File: src/rtl/cg_eval_arbiter_if.sv
// Requester/evaluator bus for the shared complex_gates arbiter.
// The slave side is the arbiter; the master side is the requesters plus the evaluator.
interface cg_eval_arbiter_if #(
    parameter int unsigned N_REQ = 4,
    parameter int unsigned ID_W  = 2
);
    localparam int unsigned OP_W = 8;

    logic                    en;
    logic [N_REQ-1:0]        req;
    logic [OP_W*N_REQ-1:0]   req_x;
    logic [OP_W*N_REQ-1:0]   req_y;
    logic [N_REQ-1:0]        ack;
    logic                    res;
    logic [ID_W-1:0]         res_id;
    logic                    busy;
    logic [OP_W-1:0]         cg_x;
    logic [OP_W-1:0]         cg_y;
    logic                    cg_out;

    modport slave (
        input  en, req, req_x, req_y, cg_out,
        output ack, res, res_id, busy, cg_x, cg_y
    );

    modport master (
        output en, req, req_x, req_y, cg_out,
        input  ack, res, res_id, busy, cg_x, cg_y
    );
endinterface

File: src/rtl/cg_eval_arbiter.sv
// Round-robin arbiter sharing one combinational complex_gates evaluator
// between N_REQ requesters: grant, one settle cycle, then a one-cycle ack.
module cg_eval_arbiter #(
    parameter int unsigned N_REQ = 4,
    parameter int unsigned ID_W  = 2
) (
    input  logic              clk,
    input  logic              rst_n,
    cg_eval_arbiter_if.slave  bus
);
    localparam int unsigned OP_W = 8;

    typedef enum logic [1:0] {
        IDLE = 2'd0,
        EVAL = 2'd1,
        RESP = 2'd2
    } state_t;

    state_t          state;
    logic [ID_W-1:0] ptr;
    logic [ID_W-1:0] gidx;

    logic            found_c;
    logic [ID_W-1:0] win_c;
    logic [ID_W-1:0] idx_c;
    logic [OP_W-1:0] sel_x_c;
    logic [OP_W-1:0] sel_y_c;
    logic [ID_W-1:0] ptr_next_c;

    // First active request searching upward from ptr, wrapping at N_REQ.
    always_comb begin
        found_c = 1'b0;
        win_c   = '0;
        idx_c   = '0;
        for (int unsigned i = 0; i < N_REQ; i++) begin
            idx_c = ID_W'((32'(ptr) + i) % N_REQ);
            if (!found_c && bus.req[idx_c]) begin
                found_c = 1'b1;
                win_c   = idx_c;
            end
        end
    end

    // Operand mux for the winning lane.
    always_comb begin
        sel_x_c = '0;
        sel_y_c = '0;
        for (int unsigned i = 0; i < N_REQ; i++) begin
            if (win_c == ID_W'(i)) begin
                sel_x_c = bus.req_x[i*OP_W +: OP_W];
                sel_y_c = bus.req_y[i*OP_W +: OP_W];
            end
        end
    end

    assign ptr_next_c = (gidx == ID_W'(N_REQ - 1)) ? '0 : gidx + ID_W'(1);

    always_ff @(posedge clk) begin
        if (!rst_n) begin
            state      <= IDLE;
            ptr        <= '0;
            gidx       <= '0;
            bus.ack    <= '0;
            bus.res    <= 1'b0;
            bus.res_id <= '0;
            bus.busy   <= 1'b0;
            bus.cg_x   <= '0;
            bus.cg_y   <= '0;
        end else begin
            case (state)
                IDLE: begin
                    if (bus.en && found_c) begin
                        bus.cg_x <= sel_x_c;
                        bus.cg_y <= sel_y_c;
                        gidx     <= win_c;
                        bus.busy <= 1'b1;
                        state    <= EVAL;
                    end
                end
                // cg_x/cg_y have been stable for a full cycle; capture the result.
                EVAL: begin
                    bus.res    <= bus.cg_out;
                    bus.res_id <= gidx;
                    bus.ack    <= N_REQ'(1) << gidx;
                    ptr        <= ptr_next_c;
                    state      <= RESP;
                end
                RESP: begin
                    bus.ack  <= '0;
                    bus.busy <= 1'b0;
                    state    <= IDLE;
                end
                default: begin
                    bus.ack  <= '0;
                    bus.busy <= 1'b0;
                    state    <= IDLE;
                end
            endcase
        end
    end
endmodule

File: src/flat_wrapper.sv
// flat-port wrapper written by rule: the top's interface ports become plain ports
module cg_eval_arbiter_flat 
#(
    parameter int unsigned N_REQ = 4,
    parameter int unsigned ID_W  = 2
)
  (clk, rst_n, bus_en, bus_req, bus_req_x, bus_req_y, bus_cg_out, bus_ack, bus_res, bus_res_id, bus_busy, bus_cg_x, bus_cg_y);
  cg_eval_arbiter_if #(.N_REQ(N_REQ), .ID_W(ID_W)) bus_i ();
  input  logic clk;
  input  logic rst_n;
  input wire logic [$bits(bus_i.en)-1:0] bus_en;
  input wire logic [$bits(bus_i.req)-1:0] bus_req;
  input wire logic [$bits(bus_i.req_x)-1:0] bus_req_x;
  input wire logic [$bits(bus_i.req_y)-1:0] bus_req_y;
  input wire logic [$bits(bus_i.cg_out)-1:0] bus_cg_out;
  output wire logic [$bits(bus_i.ack)-1:0] bus_ack;
  output wire logic [$bits(bus_i.res)-1:0] bus_res;
  output wire logic [$bits(bus_i.res_id)-1:0] bus_res_id;
  output wire logic [$bits(bus_i.busy)-1:0] bus_busy;
  output wire logic [$bits(bus_i.cg_x)-1:0] bus_cg_x;
  output wire logic [$bits(bus_i.cg_y)-1:0] bus_cg_y;
  assign bus_i.en = bus_en;
  assign bus_i.req = bus_req;
  assign bus_i.req_x = bus_req_x;
  assign bus_i.req_y = bus_req_y;
  assign bus_i.cg_out = bus_cg_out;
  assign bus_ack = bus_i.ack;
  assign bus_res = bus_i.res;
  assign bus_res_id = bus_i.res_id;
  assign bus_busy = bus_i.busy;
  assign bus_cg_x = bus_i.cg_x;
  assign bus_cg_y = bus_i.cg_y;
  cg_eval_arbiter #(.N_REQ(N_REQ), .ID_W(ID_W)) u_core (.clk(clk), .rst_n(rst_n), .bus(bus_i));
endmodule
File: config.mk
export PLATFORM = sky130hd
export DESIGN_NAME = cg_eval_arbiter_flat
export DESIGN_NICKNAME = d
export VERILOG_FILES = /design/src/rtl/cg_eval_arbiter_if.sv /design/src/rtl/cg_eval_arbiter.sv /design/src/flat_wrapper.sv
export SDC_FILE = /design/constraint.sdc
export NUM_CORES = 1
export LEC_CHECK = 0
export ABC_AREA = 1
export CAP_MARGIN = 20
export CORE_UTILIZATION = 40
export CTS_BUF_LIST = sky130_fd_sc_hd__clkbuf_8 sky130_fd_sc_hd__clkbuf_16
export DETAILED_ROUTE_END_ITERATION = 10
export GPL_TIMING_DRIVEN = 0
export HOLD_SLACK_MARGIN = 0.02
export PLACE_DENSITY_LB_ADDON = 0.2
export SETUP_SLACK_MARGIN = 0.15
export SYNTH_ARGS = -nofsm -noshare
export SYNTH_HDL_FRONTEND = slang
export SYNTH_SLANG_ARGS = --single-unit
export TNS_END_PERCENT = 50
File: constraint.sdc
create_clock -name clk -period 2.4 [get_ports clk]
set_input_delay 0.48 -clock clk [delete_from_list [all_inputs] [get_ports clk]]
set_output_delay 0.48 -clock clk [all_outputs]
set_load 0.05 [all_outputs]
# Yosys cells after proc, flatten, opt, wreduce, memory -nomap -nowiden
# Index checks and enable logic that the tools add are counted.
# W data, S select, Z words.
# word_totals
latch_bits	0
ram_bits	0
input_bits	72
register_bits	30
rom_bits	0
elab_cells	66
out_inout_bits	24
memories	0
# classes
reduce_logical	11
eq_ne	6
div_mod_pow	0
shift	1
add_sub_neg	4
bitwise	1
multipliers	0
mux	30
n_lt_le_gt_ge	4
# op_table
operator	count
$mux W8	8
$lt A2 B3 Y1 const B	4
$mux W2	6
$mux W1	9
$bmux W1 S2	4
$pmux W4 S2	1
$eq A2 B2 Y1 const B	3
$add A2 B1 Y2 const B	2
$add A2 B2 Y2 const B	2
$eq A2 B1 Y1 const B	2
$logic_and A1 B1 Y1	4
$logic_not A2 Y1	2
$pmux W2 S2	1
$reduce_and A2 Y1	2
$shl A1 B2 Y4 const A	1
$logic_not A1 Y1	3
$ne A2 B1 Y1 const B	1
$pmux W1 S2	1
$not A1 Y1	1

# Depth between registers and ports, before layout
# Gate-level depths: netlist (run 1).
# logic_depth
ltp_word	17
ltp_mapped	16
mapped_depth_nobuf	15

# Worst setup path before layout (run 1)
# No wires, ideal clock.
# synth_timing
path_type	in2reg
start	input bus_req[1]
end	register u_core.bus.cg_x[7]
t_arrival_ns	1.674
required_time_ns	2.285
path_buffers	2
path_slack_ns	0.611
path_stages	13
setup_time_ns	0.115
path_cell_list	inv_1 nand2_1 nand3_1 nand2_2 nor2_2 nand3_1 nand2_2 nand2_4 buf_8 buf_8 nand3_1 nand3_1 o21a_1
# synth_between
elab_chain_len	17
word_cells_on_any_way	32
classes_between	eq/ne: 3; mux: 20; reduce/logical: 9
# synth_rtl
element	line	rtl
start, declared	flat_wrapper.sv:12	input wire logic [$bits(bus_i.req)-1:0] bus_req;
$bmux W1 S2	cg_eval_arbiter.sv:37	if (!found_c && bus.req[idx_c]) begin
$mux W1 (not written as such)	cg_eval_arbiter.sv:37	
$mux W1	cg_eval_arbiter.sv:37	
$logic_not A1 Y1	cg_eval_arbiter.sv:37	
$logic_and A1 B1 Y1	cg_eval_arbiter.sv:37	
$mux W1	cg_eval_arbiter.sv:37	
$logic_not A1 Y1	cg_eval_arbiter.sv:37	
$logic_and A1 B1 Y1	cg_eval_arbiter.sv:37	
$mux W1	cg_eval_arbiter.sv:37	
$logic_not A1 Y1	cg_eval_arbiter.sv:37	
$logic_and A1 B1 Y1	cg_eval_arbiter.sv:37	
$mux W2	cg_eval_arbiter.sv:37	
$logic_not A2 Y1	cg_eval_arbiter.sv:49	if (win_c == ID_W'(i)) begin
$mux W8 (4 in series)	cg_eval_arbiter.sv:49	
end signal, assigned	cg_eval_arbiter.sv:73	bus.cg_x <= sel_x_c;
end, declared	cg_eval_arbiter_if.sv:23	output ack, res, res_id, busy, cg_x, cg_y
# Parallel ways exist; a longest one is shown, timed or not. The select of a mux whose other input is x is not followed.
# A chain may end at the register's enable or synchronous reset.

# Worst setup path in the final report (run 1)
# layout_timing
start	register u_core.ptr[0]
end	register u_core.bus.cg_y[0]
# layout_between
elab_chain_len	17
word_cells_on_any_way	35
classes_between	add/sub: 3; eq/ne: 3; mux: 20; reduce/logical: 9
# layout_rtl
element	line	rtl
start, declared	cg_eval_arbiter.sv:20	logic [ID_W-1:0] ptr;
start signal, assigned	cg_eval_arbiter.sv:85	ptr <= ptr_next_c;
branches (longest 17 deep; another with $add A2 B1 Y2)	--	
end signal, assigned	cg_eval_arbiter.sv:74	bus.cg_y <= sel_y_c;
end, declared	cg_eval_arbiter_if.sv:23	
# Parallel ways; which one is timed is not known. The select of a mux whose other input is x is not followed.

==> impl_results.md, run 1 <==
* Post-route ant nets at 0
* Yosys cell types at 31
* TNS Setup at 0 ns
* Critical Path Fanout Max at 10
* Post-synth top flop: dfxtp_1
* Asr flop ratio synth at 0%
* Max Clk Rate at 484 MHz
* CP Class: flip-flop to flip-flop
* Grt ovf at 0
* Via Count at 2492
* Placed instance count at 518
* Wire per inst at 12.4 um
* # diodes at 0
* Slew HR at 56.3%
* Power per Cell Area at 696 nW/um^2
* Vias in the first global route at 2076
* Data arrival, critical path at 2.21 ns
* Largest net degree at the start of global routing at 11
* Hold_ws at 0.466 ns
* Cells after synthesis at 353
* FP Rows at 26
* Final Slew Violations at 0
* Die Wd at 75.2 um
* Most common cell in the netlist: nand2_1
* Share of layout cells above drive strength 1 at 15.8%
* CTS Sinks at 30
* CP required at 2.54 ns
* Layout Nets at 537
* Synth-to-layout area growth at 63.7%
* Max Clock Skew at 0.00642 ns
* # hold bufs at CTS at 0
* DRT Pass-1 Iters at 4
* Drt drc at 0
* Clock Latency Late Sink at 0.28 ns
* CTS tree: yes
* Max cap viols at 0
* Seq cells post-synth at 30
* CP cell instances: buf_6, nand2_1, nand2_2, nand2_1, nand2_2, nand4_1, nand2_2, nor2_4, nor2_4, buf_6, nand2_1, nand2_1, inv_1, nand2_1, a21oi_2
* IO Count at 96
* Vias per cell at 4.68
* Htree depth at 2
* Worst slew pin tran at 0.655 ns
* Slowest stage delay, CP at 0.38 ns
* Die Y at 75.2 um
* WL final at 6600 um
* Clock input transition at the sequential cells of the worst setup and hold paths at 0.07 ns
* RePlAce Congestion at 0.852
* HPWL Detailed at 4660 um
* I/O Buffers at 95
* Leak at 1.70 nW
* Top-area cell type share of the netlist area at 28.0%
* Core area at 5140 um^2
* Initial antenna violation count at 0
* Syn_nets at 429
* Drt initial violations at 111
* CTS max path bufs at 2
* Post-Syn Area per Cell at 6.08 um^2
* Slowest cell on crit path: dfxtp_2
* Fin cells at 532
* Die area at 5660 um^2
* Crit path top cell by count: nand2_1
* Clk Tree Root Cell: clkbuf_8
* Yosys top cell by area: dfxtp_1
* Worst IR Drop VDD at 0.000519 V
* Tightest Hold Check Type: flip-flop to flip-flop
* Pwr Total at 2.44 mW
* Endpoints failing setup at 0
* Initial core utilization at 41.7%
* Mapped Area at 2140 um^2
* First-pass GRT wire length at 9420 um
* Most frequent cells after synthesis: nand2_1 (117), inv_1 (52), nor2_1 (40)
* CTS Buf Count at 5
* Minimum clock period at 2.06 ns
* Post-synthesis sequential area ratio at 28.0%
* EDFF count, synth at 0
* Top cells by area, synth: dfxtp_1 (28%), nand2_1 (20%), inv_1 (9.1%)
* R2R setup slack at 0.34 ns
* Total GRT Usage at 22.2%
* Critical Path End Type: flip-flop
* Fin crit share at 86.0%
* RSZ-0062 raised after global routing: no
* Synth Warn # at 0
* Crit start category: flip-flop
* Final Hold Fails at 0
* Status: completed
[sequential cells by signal (all words and copies together) (netlist names)]
register	count
u_core.bus.cg_x	8
u_core.bus.cg_y	8
u_core.bus.ack	4
u_core.bus.res_id	2
u_core.gidx	2
u_core.ptr	2
u_core.state	2
u_core.bus.busy	1
u_core.bus.res	1
[metal layers]
layer	vias up	track usage (%)	routed length (um)
met2	81	36.5	3190
met3	10	4.95	460
met4	0	9.05	94
met5	-	0	0
met1	1097	28.1	2850
li1	1304	-	-
[cell type report]
type,count,area (um^2)
buffer,15,149
clock buffer,6,82.6
clock inverter,2,60.1
fill,486,1630
inverter,59,221
multi-input combinational,249,1270
sequential,30,603
tap,70,87.6
timing repair buffer,101,1030
[metrics by stage]
stage	area [um^2]	setup WS, ns	util, %
2_1_floorplan	2140	0.611	-
3_3_place_gp	3180	-0.0645	61.9
3_5_place_dp	3180	-0.0976	61.9
4_1_cts	3330	0.168	64.7
5_1_grt	3510	0.182	68.3
6_report	3510	0.335	68.3
[power by group]
| group | internal (mW) | switching [mW] | leakage, nW | total, mW |
|---|---|---|---|---|
| logic | 0.501 | 0.693 | 1.38 | 1.19 |
| clock network | 0.443 | 0.206 | 0.0714 | 0.649 |
| registers | 0.561 | 0.0394 | 0.247 | 0.601 |
| total | 1.51 | 0.938 | 1.70 | 2.44 |
[cell usage in the layout, fill, tap and decap left out, types with 5 or more instances in the layout]
cell | synthesis | layout
a21oi_2 | 5 | 5
inv_1 | 52 | 52
clkdlybuf4s50_1 | 0 | 91
nor2_1 | 40 | 35
buf_6 | 2 | 10
nand2_1 | 117 | 112
nand3_1 | 34 | 31
nand2_2 | 4 | 8
o21ai_0 | 6 | 5
dfxtp_1 | 30 | 28
clkbuf_8 | 0 | 6
nor2_2 | 2 | 6
a21oi_1 | 14 | 14
nand3_2 | 7 | 9
inv_2 | 6 | 6
[worst max-delay path: cells and delay by family, from the launching register on]
kind / cells / cell delay (ns)
AOI/OAI and AO/OA: 1 / 0.05
DFF: 1 / 0.38
and+or+nand+nor: 11 / 1.14
buffers and inverters: 3 / 0.36
[logic make-up after synthesis]
family / Yosys count / synth area share (%)
adders and majority gates: 4 / 2.33
AOI/OAI and AO/OA: 35 / 10.5
DFF: 30 / 28.0
and+or+nand+nor: 210 / 43.5
buffers and inverters: 74 / 15.7
[worst paths after layout]
path                      start            endpoint  depth (start not counted)
max               u_core.ptr[0]  u_core.bus.cg_y[0]                         15
min          u_core.bus.cg_y[4]  u_core.bus.cg_y[4]                          2
max reg2reg       u_core.ptr[0]  u_core.bus.cg_y[0]                         15
min reg2reg  u_core.bus.cg_y[4]  u_core.bus.cg_y[4]                          2
[timing repair]
action                                  in CTS  in global routing
endpoints found under the setup margin       0                 18
setup buffers                                0                  1
resized for setup                            0                 48
Note: power is estimated with default switching activity, not from simulation.
==> inputs of run 2 (changes only) <==
Settings changed: PLACE_DENSITY set to 0.82, PLACE_DENSITY_LB_ADDON 0.2 to not set, RECOVER_POWER set to 50.
==> impl_results.md, run 2 (synthesis results as in run 1) <==
* Top flop regs: u_core.bus.cg_x x8, u_core.bus.cg_y x8, u_core.bus.ack x4
* Largest net degree at the start of global routing at 12
* Clk Tree Root Cell: clkbuf_8
* Crit start category: flip-flop
* Crit path top cell by count: nand2_1
* Slew HR at 55.0%
* Fill cell count at 463
* CTS Buf Count at 5
* Leak at 1.71 nW
* Power per Cell Area at 660 nW/um^2
* DRT Pass-1 Iters at 4
* Status: completed
* Max Clock Skew at 0.00478 ns
* Placed instance count at 518
* CP Class: flip-flop to flip-flop
* Drt initial violations at 147
* M1 WL at 3020 um
* Final Hold Fails at 0
* Total GRT Usage at 22.5%
* Wire per inst at 13.0 um
* Post-route ant nets at 0
* Critical path's top delay family: simple AND/OR/NAND/NOR gates
* RePlAce Congestion at 0.895
* CP required at 2.55 ns
* IO Count at 96
* CP cell instances: buf_6, nand2_1, nand2_1, nand2_1, nand2_2, nand3_2, o21ai_0, inv_2, nand2_4, inv_2, buf_2, nand2_1, inv_1, nand2_1, a21oi_1
* CTS tree: yes
* Drt drc at 0
* Fin crit share at 86.8%
* Fin cells at 530
* WL met3 at 365 um
* DR WL met2 at 3420 um
* Core area at 5140 um^2
* Utilization after layout at 67.6%
* Die area at 5660 um^2
* Max cap viols at 0
* Via Count at 2558
* RSZ-0062 raised after global routing: no
* Slowest stage delay, CP at 0.39 ns
* Initial core utilization at 41.7%
* Max Clk Rate at 480 MHz
* Die Wd at 75.2 um
* Grt ovf at 0
* Most frequent cells in the layout: nand2_1 (107), clkdlybuf4s50_1 (75), inv_1 (49)
* Worst path bufs/invs at 5
* Worst IR Drop VDD at 0.000489 V
* Data arrival, critical path at 2.23 ns
* Top Layer Used: met4
* Tightest Hold Check Type: flip-flop to flip-flop
* HPWL Detailed at 5020 um
* Vias per cell at 4.83
* I/O Buffers at 95
* Commonest non-fill, non-tap cell in the layout: nand2_1
* Endpoints failing setup at 0
* FP Rows at 26
* CTS max path bufs at 2
* Share of layout cells above drive strength 1 at 17.4%
* Layout Nets at 535
* Clock input transition at the sequential cells of the worst setup and hold paths at 0.07 ns
* Synth-to-layout area growth at 62.0%
* Vias in the first global route at 2053
* Clock Latency Late Sink at 0.29 ns
* # diodes at 0
* Hold_ws at 0.470 ns
* Pwr Total at 2.29 mW
* Final Slew Violations at 0
* Critical Path Fanout Max at 10
* Slowest cell on crit path: dfxtp_2
* Critical Path End Type: flip-flop
* Initial antenna violation count at 0
* Die Y at 75.2 um
* Minimum clock period at 2.08 ns
* First-pass GRT wire length at 9460 um
* Post-CTS Setup Inserts at 0
* CTS Sinks at 30
* Worst slew pin tran at 0.674 ns
* WL final at 6890 um
* Htree depth at 2
## run 2: worst paths after layout
path | slack [ns] | cells past startpoint | to | start
setup / recovery | 0.32 | 15 | u_core.bus.cg_y[5] | u_core.ptr[0]
hold / removal | 0.47 | 2 | u_core.bus.cg_x[0] | u_core.bus.cg_x[0]
setup reg to reg | 0.32 | 15 | u_core.bus.cg_y[5] | u_core.ptr[0]
hold reg to reg | 0.47 | 2 | u_core.bus.cg_x[0] | u_core.bus.cg_x[0]
## run 2: through the flow
step / TNS, ns / area, um^2 / setup WS [ns]
6_report: 0 / 3470 / 0.318
5_1_grt: 0 / 3470 / 0.120
4_1_cts: 0 / 3300 / 0.180
3_5_place_dp: -1.39 / 3180 / -0.121
3_3_place_gp: -0.681 / 3180 / -0.0763
2_1_floorplan: 0 / 2140 / 0.611
## run 2: worst reg2reg max path, cell delays in order (launching register included)
cell	delay [ns]
dfxtp_2	0.39
buf_6	0.16
nand2_1	0.06
nand2_1	0.10
nand2_1	0.08
nand2_2	0.10
nand3_2	0.09
o21ai_0	0.33
inv_2	0.08
nand2_4	0.10
inv_2	0.05
buf_2	0.17
nand2_1	0.08
inv_1	0.04
nand2_1	0.06
a21oi_1	0.05
## run 2: final cells by class
| cell class | instances | area [um^2] | share of cell area [%] |
|---|---|---|---|
| plain buffers | 15 | 149 | 4.29 |
| clock buffers | 5 | 68.8 | 1.98 |
| clock inverters | 3 | 45.0 | 1.30 |
| inverters | 59 | 221 | 6.37 |
| multi-input cells | 249 | 1280 | 36.9 |
| flip-flops and latches | 30 | 603 | 17.4 |
| well taps | 70 | 87.6 | 2.52 |
| repair buffers | 99 | 1020 | 29.2 |
## run 2: what timing repair did
action | 4_1_cts | 5_1_grt
resized for setup | 0 | 54
endpoints found under the setup margin | 0 | 18
hold buffers | 0 | 0
endpoints found under the hold margin | 0 | 0
## run 2: report_power, final
group	leakage, nW	internal, mW	total, mW	switching (mW)
Sequential	0.247	0.561	0.599	0.0381
Clock	0.0504	0.308	0.516	0.208
Combinational	1.42	0.484	1.18	0.694
Total	1.71	1.35	2.29	0.940
## run 2: routing by layer
layer,vias up,global-route usage [%]
met1,1166,30.0
met2,86,37.3
met4,0,7.20
li1,1299,-
met5,-,0
met3,7,3.61
